File: src/rtl/cpuid_query_if.sv
// CSR-side query/response bundle for cpuid_query_fsm.
// The master modport is the CSR unit; the slave modport is the query FSM.
interface cpuid_query_if;
  // Both channels use valid/ready. A transfer happens on a clock edge where valid and ready are both high.
  // A producer holds its payload stable while valid is high. Ready never depends on valid.
  logic        req_valid;
  logic        req_ready;
  logic [31:0] req_leaf;
  logic [31:0] req_subleaf;
  logic        rsp_valid;
  logic        rsp_ready;
  logic [63:0] rsp_data0;
  logic [63:0] rsp_data1;
  logic [63:0] rsp_data2;
  logic [63:0] rsp_data3;
  logic        rsp_zero;
  logic        rsp_cached;

  modport master (
    output req_valid, req_leaf, req_subleaf, rsp_ready,
    input  req_ready, rsp_valid, rsp_data0, rsp_data1, rsp_data2, rsp_data3,
           rsp_zero, rsp_cached
  );

  modport slave (
    input  req_valid, req_leaf, req_subleaf, rsp_ready,
    output req_ready, rsp_valid, rsp_data0, rsp_data1, rsp_data2, rsp_data3,
           rsp_zero, rsp_cached
  );
endinterface

File: src/rtl/cpuid_query_fsm.sv
// Requester for the CPUID CSR window: drives leaf/subleaf, waits SETTLE_CYCLES, captures four lanes.
// Optional single-entry result cache is built in when CPUID_QUERY_CACHE_EN is defined.
module cpuid_query_fsm #(
  parameter int unsigned SETTLE_CYCLES = 1
) (
  input  logic              clk,
  input  logic              rst,
  cpuid_query_if.slave      csr,
  output logic [31:0]       cpuid_leaf_o,
  output logic [31:0]       cpuid_subleaf_o,
  input  logic [63:0]       cpuid_data0_i,
  input  logic [63:0]       cpuid_data1_i,
  input  logic [63:0]       cpuid_data2_i,
  input  logic [63:0]       cpuid_data3_i,
  output logic              busy_o,
  output logic [1:0]        state_o
);

  if (SETTLE_CYCLES < 1 || SETTLE_CYCLES > 15) begin : g_bad_settle
    $error("cpuid_query_fsm: SETTLE_CYCLES must be within 1..15");
  end

  localparam logic [3:0] CNT_LOAD = 4'(SETTLE_CYCLES - 1);

  typedef enum logic [1:0] {IDLE = 2'd0, SETTLE = 2'd1, RESP = 2'd2} state_e;

  state_e      state_q, state_d;
  logic [3:0]  cnt_q, cnt_d;
  logic [31:0] leaf_q, leaf_d, sub_q, sub_d;
  logic [63:0] d0_q, d1_q, d2_q, d3_q, d0_d, d1_d, d2_d, d3_d;
  logic        zero_q, zero_d, cached_q, cached_d;
  logic        accept, capture, hit;
  logic [63:0] hit_d0, hit_d1, hit_d2, hit_d3;

`ifdef CPUID_QUERY_CACHE_EN
  logic        c_vld_q;
  logic [31:0] c_leaf_q, c_sub_q;
  logic [63:0] c_d0_q, c_d1_q, c_d2_q, c_d3_q;

  // Every responder capture refills the cache, keyed by the query that produced it.
  always_ff @(posedge clk or posedge rst) begin
    if (rst) begin
      c_vld_q  <= 1'b0;
      c_leaf_q <= '0;
      c_sub_q  <= '0;
      c_d0_q   <= '0;
      c_d1_q   <= '0;
      c_d2_q   <= '0;
      c_d3_q   <= '0;
    end else if (capture) begin
      c_vld_q  <= 1'b1;
      c_leaf_q <= leaf_q;
      c_sub_q  <= sub_q;
      c_d0_q   <= cpuid_data0_i;
      c_d1_q   <= cpuid_data1_i;
      c_d2_q   <= cpuid_data2_i;
      c_d3_q   <= cpuid_data3_i;
    end
  end

  assign hit    = c_vld_q && (csr.req_leaf == c_leaf_q) && (csr.req_subleaf == c_sub_q);
  assign hit_d0 = c_d0_q;
  assign hit_d1 = c_d1_q;
  assign hit_d2 = c_d2_q;
  assign hit_d3 = c_d3_q;
`else
  assign hit    = 1'b0;
  assign hit_d0 = '0;
  assign hit_d1 = '0;
  assign hit_d2 = '0;
  assign hit_d3 = '0;
`endif

  always_ff @(posedge clk or posedge rst) begin
    if (rst) begin
      state_q  <= IDLE;
      cnt_q    <= '0;
      leaf_q   <= '0;
      sub_q    <= '0;
      d0_q     <= '0;
      d1_q     <= '0;
      d2_q     <= '0;
      d3_q     <= '0;
      zero_q   <= 1'b0;
      cached_q <= 1'b0;
    end else begin
      state_q  <= state_d;
      cnt_q    <= cnt_d;
      leaf_q   <= leaf_d;
      sub_q    <= sub_d;
      d0_q     <= d0_d;
      d1_q     <= d1_d;
      d2_q     <= d2_d;
      d3_q     <= d3_d;
      zero_q   <= zero_d;
      cached_q <= cached_d;
    end
  end

  always_comb begin
    state_d = state_q;
    unique case (state_q)
      IDLE:    if (accept) state_d = hit ? RESP : SETTLE;
      SETTLE:  if (cnt_q == 4'd0) state_d = RESP;
      RESP:    if (csr.rsp_ready) state_d = IDLE;
      default: state_d = IDLE;
    endcase
  end

  always_comb begin
    csr.req_ready = (state_q == IDLE) & ~rst;
    csr.rsp_valid = (state_q == RESP);
    busy_o        = (state_q != IDLE);
    state_o       = state_q;
    accept        = csr.req_valid & csr.req_ready;
    capture       = (state_q == SETTLE) && (cnt_q == 4'd0);
  end

  // Responder lanes are only looked at in the last SETTLE cycle; otherwise the result regs hold.
  always_comb begin
    cnt_d    = cnt_q;
    leaf_d   = leaf_q;
    sub_d    = sub_q;
    d0_d     = d0_q;
    d1_d     = d1_q;
    d2_d     = d2_q;
    d3_d     = d3_q;
    zero_d   = zero_q;
    cached_d = cached_q;
    if (accept) begin
      leaf_d = csr.req_leaf;
      sub_d  = csr.req_subleaf;
      cnt_d  = CNT_LOAD;
      if (hit) begin
        d0_d     = hit_d0;
        d1_d     = hit_d1;
        d2_d     = hit_d2;
        d3_d     = hit_d3;
        zero_d   = ~|{hit_d0, hit_d1, hit_d2, hit_d3};
        cached_d = 1'b1;
      end
    end else if (capture) begin
      d0_d     = cpuid_data0_i;
      d1_d     = cpuid_data1_i;
      d2_d     = cpuid_data2_i;
      d3_d     = cpuid_data3_i;
      zero_d   = ~|{cpuid_data0_i, cpuid_data1_i, cpuid_data2_i, cpuid_data3_i};
      cached_d = 1'b0;
    end else if (state_q == SETTLE) begin
      cnt_d = cnt_q - 4'd1;
    end
  end

  assign cpuid_leaf_o    = leaf_q;
  assign cpuid_subleaf_o = sub_q;
  assign csr.rsp_data0   = d0_q;
  assign csr.rsp_data1   = d1_q;
  assign csr.rsp_data2   = d2_q;
  assign csr.rsp_data3   = d3_q;
  assign csr.rsp_zero    = zero_q;
  assign csr.rsp_cached  = cached_q;

endmodule
File: src/flat_wrapper.sv
// flat-port wrapper written by rule: the top's interface ports become plain ports
module cpuid_query_fsm_flat 
#(
  parameter int unsigned SETTLE_CYCLES = 1
)
  (clk, rst, cpuid_leaf_o, cpuid_subleaf_o, cpuid_data0_i, cpuid_data1_i, cpuid_data2_i, cpuid_data3_i, busy_o, state_o, csr_req_valid, csr_req_leaf, csr_req_subleaf, csr_rsp_ready, csr_req_ready, csr_rsp_valid, csr_rsp_data0, csr_rsp_data1, csr_rsp_data2, csr_rsp_data3, csr_rsp_zero, csr_rsp_cached);
  cpuid_query_if csr_i ();
  input  logic clk;
  input  logic rst;
  output logic [31:0] cpuid_leaf_o;
  output logic [31:0] cpuid_subleaf_o;
  input  logic [63:0] cpuid_data0_i;
  input  logic [63:0] cpuid_data1_i;
  input  logic [63:0] cpuid_data2_i;
  input  logic [63:0] cpuid_data3_i;
  output logic busy_o;
  output logic [1:0] state_o;
  input wire logic [$bits(csr_i.req_valid)-1:0] csr_req_valid;
  input wire logic [$bits(csr_i.req_leaf)-1:0] csr_req_leaf;
  input wire logic [$bits(csr_i.req_subleaf)-1:0] csr_req_subleaf;
  input wire logic [$bits(csr_i.rsp_ready)-1:0] csr_rsp_ready;
  output wire logic [$bits(csr_i.req_ready)-1:0] csr_req_ready;
  output wire logic [$bits(csr_i.rsp_valid)-1:0] csr_rsp_valid;
  output wire logic [$bits(csr_i.rsp_data0)-1:0] csr_rsp_data0;
  output wire logic [$bits(csr_i.rsp_data1)-1:0] csr_rsp_data1;
  output wire logic [$bits(csr_i.rsp_data2)-1:0] csr_rsp_data2;
  output wire logic [$bits(csr_i.rsp_data3)-1:0] csr_rsp_data3;
  output wire logic [$bits(csr_i.rsp_zero)-1:0] csr_rsp_zero;
  output wire logic [$bits(csr_i.rsp_cached)-1:0] csr_rsp_cached;
  assign csr_i.req_valid = csr_req_valid;
  assign csr_i.req_leaf = csr_req_leaf;
  assign csr_i.req_subleaf = csr_req_subleaf;
  assign csr_i.rsp_ready = csr_rsp_ready;
  assign csr_req_ready = csr_i.req_ready;
  assign csr_rsp_valid = csr_i.rsp_valid;
  assign csr_rsp_data0 = csr_i.rsp_data0;
  assign csr_rsp_data1 = csr_i.rsp_data1;
  assign csr_rsp_data2 = csr_i.rsp_data2;
  assign csr_rsp_data3 = csr_i.rsp_data3;
  assign csr_rsp_zero = csr_i.rsp_zero;
  assign csr_rsp_cached = csr_i.rsp_cached;
  cpuid_query_fsm #(.SETTLE_CYCLES(SETTLE_CYCLES)) u_core (.clk(clk), .rst(rst), .csr(csr_i), .cpuid_leaf_o(cpuid_leaf_o), .cpuid_subleaf_o(cpuid_subleaf_o), .cpuid_data0_i(cpuid_data0_i), .cpuid_data1_i(cpuid_data1_i), .cpuid_data2_i(cpuid_data2_i), .cpuid_data3_i(cpuid_data3_i), .busy_o(busy_o), .state_o(state_o));
endmodule
File: config.mk
export PLATFORM = sky130hd
export DESIGN_NAME = cpuid_query_fsm_flat
export DESIGN_NICKNAME = d
export VERILOG_FILES = /design/src/rtl/cpuid_query_if.sv /design/src/rtl/cpuid_query_fsm.sv /design/src/flat_wrapper.sv
export SDC_FILE = /design/constraint.sdc
export NUM_CORES = 1
export LEC_CHECK = 0
export CORE_AREA = 2 2 255 257
export CTS_BUF_LIST = sky130_fd_sc_hd__clkbuf_4 sky130_fd_sc_hd__clkbuf_8
export CTS_CLUSTER_DIAMETER = 150
export DETAILED_ROUTE_END_ITERATION = 10
export DIE_AREA = 0 0 257 259
export PLACE_DENSITY = 0.52
export SETUP_SLACK_MARGIN = 0.02
export SYNTH_ARGS = -nofsm -noshare
export SYNTH_HDL_FRONTEND = slang
export SYNTH_SLANG_ARGS = --single-unit
File: constraint.sdc
create_clock -name clk -period 24.1 [get_ports clk]
set_clock_uncertainty 0.2 [all_clocks]
set_input_delay 3.615 -clock clk [delete_from_list [all_inputs] [get_ports clk]]
set_output_delay 3.615 -clock clk [all_outputs]
set_load 0.01 [all_outputs]
==> impl_summary.log <==
INFO  metric clk_latency = 0.65 ns
INFO  metric area_growth_syn_to_layout = 65.2%
INFO  metric global_route_wire_length_before_repair = 68600 um
INFO  metric wl = 46600 um
INFO  metric crit_arrival = 4.90 ns
INFO  metric antenna_found_initial = 1
INFO  metric ir_worst_vdd = 49.8 uV
INFO  metric hold_wc_path_type = register to register
INFO  metric path_cells = clkdlybuf4s50_1 -> nor2_4 -> clkdlybuf4s50_1
INFO  metric syn-num-nets = 1131
INFO  metric cts-root-to-sink-buffers = 3
INFO  metric num_vias = 9539
INFO  metric cts_buffers = 61
INFO  metric fin_setup_tns = 0 ns
INFO  metric post_route_cells_drive_above_1_share = 0.266
INFO  metric critPathMostFrequentCell = sky130_fd_sc_hd__clkdlybuf4s50_1
INFO  metric ctsHtreeMaxLevel = 2
INFO  metric ff_latch_count_synth = 327
INFO  metric firstDrtPassIters = 4
INFO  metric timing_worst_slew_pin_value = 1.33 ns
INFO  metric route.antenna.remaining_nets = 0
INFO  metric finalSetupViolCount = 0
INFO  metric via_count_of_the_first_global_routing_pass = 10.5k
INFO  metric netlist_area = 13200 um2
INFO  metric port_buffers = 649
INFO  metric synth-warning-count = 0
INFO  metric fillCellCount = 6262
INFO  metric detailedRoute.firstIterationViolations = 344
INFO  metric clock_sinks = 327
INFO  metric hpwlAfterDp = 35200 um
INFO  metric viasPerCell = 4.00
INFO  metric holdBufCountCts = 0
INFO  metric syn-instance-count = 805
INFO  metric cts_tree = done
INFO  metric final_cell_mix = sky130_fd_sc_hd__clkdlybuf4s50_1, sky130_fd_sc_hd__dfrtp_1, sky130_fd_sc_hd__mux2_2
INFO  metric setup_repair_after_global_routing_missed_its_margin = false
INFO  metric initial_core_utilization = 0.206
INFO  metric post_cts.resized_instances = 0
INFO  metric critical_path_buf_inv_count = 2
INFO  metric cts.repair_timing.setup_buffer_count = 0
INFO  metric async_flop_share = 1.00
INFO  metric hold_viol = 0
INFO  metric io-pin-count = 651
INFO  metric path_clk_slew = 0.05 ns
INFO  metric detail_route.wl_per_cell = 19.5 um
INFO  metric die_w = 257 um
INFO  metric rows = 93
INFO  metric synth_cell_types = 28
INFO  metric grt.overflow.total = 0
INFO  metric layout.nets = 1811
INFO  metric grt_start_max_net_pins = 136
INFO  metric layout_commonest_cell = sky130_fd_sc_hd__clkdlybuf4s50_1
INFO  metric final.hold.worst_slack = 0.287 ns
INFO  metric synth_sequential_area_ratio = 0.622
INFO  metric critical_path.top_delay_family = buffers and inverters
INFO  metric max_freq = 115 MHz
INFO  metric grtUsageTotal = 0.135
INFO  metric slowest_delay = 0.56 ns
INFO  metric power-per-cell-area = 133 nW/um2
INFO  metric timing_worst_setup_path_type = input port to output pin
INFO  metric floorplan.core_area = 63900 um2
INFO  metric root_buf_cell = sky130_fd_sc_hd__clkbuf_8
INFO  metric die_y = 259 um
INFO  metric slew-limit-headroom = 0.104
INFO  metric timing.critical_path.from_type = input port
INFO  metric worstSetupEndpointType = output pin
INFO  metric timing.critical_path.fanout_max = 3
INFO  metric timing.final.crit_period = 8.71 ns
INFO  metric slew_violations = 0
INFO  metric place.gp.congestion = 0.836
INFO  metric status = finished, final reports clean
INFO  metric die_area = 66600 um2
INFO  metric synth_enable_flop_cells = 0
INFO  metric worst_path_max_delay_cell = sky130_fd_sc_hd__clkdlybuf4s50_1
INFO  metric postSynthAreaPerCell = 16.3 um2
INFO  metric dominantRegCellSynth = sky130_fd_sc_hd__dfrtp_1
INFO  metric drc_errors = 0
INFO  metric layout_worst_path_cycle_share = 0.362
INFO  metric max-cap-violations = 0
INFO  metric power.leakage = 8.88 nW
INFO  metric worst_ep_required_time = 20.28 ns
through the flow:
stage / power, mW / util / area, um2 / cells / setup WS [ns]
2_1_floorplan: 1.57 / - / 13200 / 805 / 11.23
3_3_place_gp: 2.31 / 0.320 / 20400 / 2277 / 15.38
3_5_place_dp: 2.33 / 0.320 / 20400 / 2277 / 15.39
4_1_cts: 2.94 / 0.340 / 21700 / 2382 / 15.38
5_1_grt: 3.05 / 0.340 / 21700 / 2383 / 15.36
6_report: 2.88 / 0.340 / 21700 / 2383 / 15.39
Yosys cell counts (all sizes together) (3+ instances only):
master / n / share of area
nor3: 3 / 0.0011
nor4: 66 / 0.031
buf: 38 / 0.030
dfrtp: 327 / 0.62
inv: 4 / 0.0011
nand4: 15 / 0.0071
nand2b: 3 / 0.0014
mux2: 320 / 0.29
nor2: 8 / 0.0029
nand2: 6 / 0.0017
layout make-up:
| class | instances | area, um2 | area share |
|---|---|---|---|
| multi-input cells | 436 | 4580 | 0.211 |
| inverters | 4 | 22.5 | 0.00104 |
| repair buffers | 655 | 6570 | 0.302 |
| clock inverters | 6 | 90.1 | 0.00415 |
| clock buffers | 99 | 1220 | 0.0561 |
| well taps | 855 | 1070 | 0.0492 |
| flip-flops and latches | 327 | 8180 | 0.377 |
| diodes | 1 | 2.50 | 0.000115 |
power by group:
group	leakage (nW)	total (mW)	switching [mW]	internal, mW
sequential	3.83	0.986	0.150	0.836
clock	0.699	0.578	0.241	0.338
combinational	4.35	1.32	0.489	0.830
total	8.88	2.88	0.879	2.00
metal layers:
metal,routed length [um],track usage,vias up
met5,0,0,-
met4,1170,0.0441,0
met3,3460,0.0444,67
met2,24000,0.239,359
met1,18000,0.152,4793
li1,-,-,4320
cells by family after synthesis:
family | synth area share
compound gates | 0.00190
xor+xnor | 0.00200
fa+ha+maj | 0.00190
buf+inv | 0.0307
flops | 0.622
mux | 0.293
other cells | 0.000285
simple gates | 0.0485
flip-flops by register name, indices dropped and copies added (netlist names):
name / cells
u_core.csr.rsp_data0: 64
u_core.csr.rsp_data1: 64
u_core.csr.rsp_data2: 64
u_core.csr.rsp_data3: 64
u_core.cpuid_leaf_o: 32
u_core.cpuid_subleaf_o: 32
u_core.cnt_q: 4
u_core.state_o: 2
u_core.csr.rsp_zero: 1
final timing paths:
path                                                from  depth (start not counted)  slack [ns]                  endpoint
worst max-delay path                                 rst                          3       15.39             csr_req_ready
worst min-delay path            u_core.csr.rsp_data0[55]                          1        0.29  u_core.csr.rsp_data0[55]
worst max register to register           u_core.cnt_q[0]                          8       20.81       u_core.csr.rsp_zero
worst min register to register  u_core.csr.rsp_data0[55]                          1        0.29  u_core.csr.rsp_data0[55]
max in group asynchronous                            rst                          3       18.64  u_core.csr.rsp_data2[19]
min in group asynchronous                            rst                          2        3.47  u_core.csr.rsp_data1[19]
No activity file was read; power rests on OpenSTA's default activity.
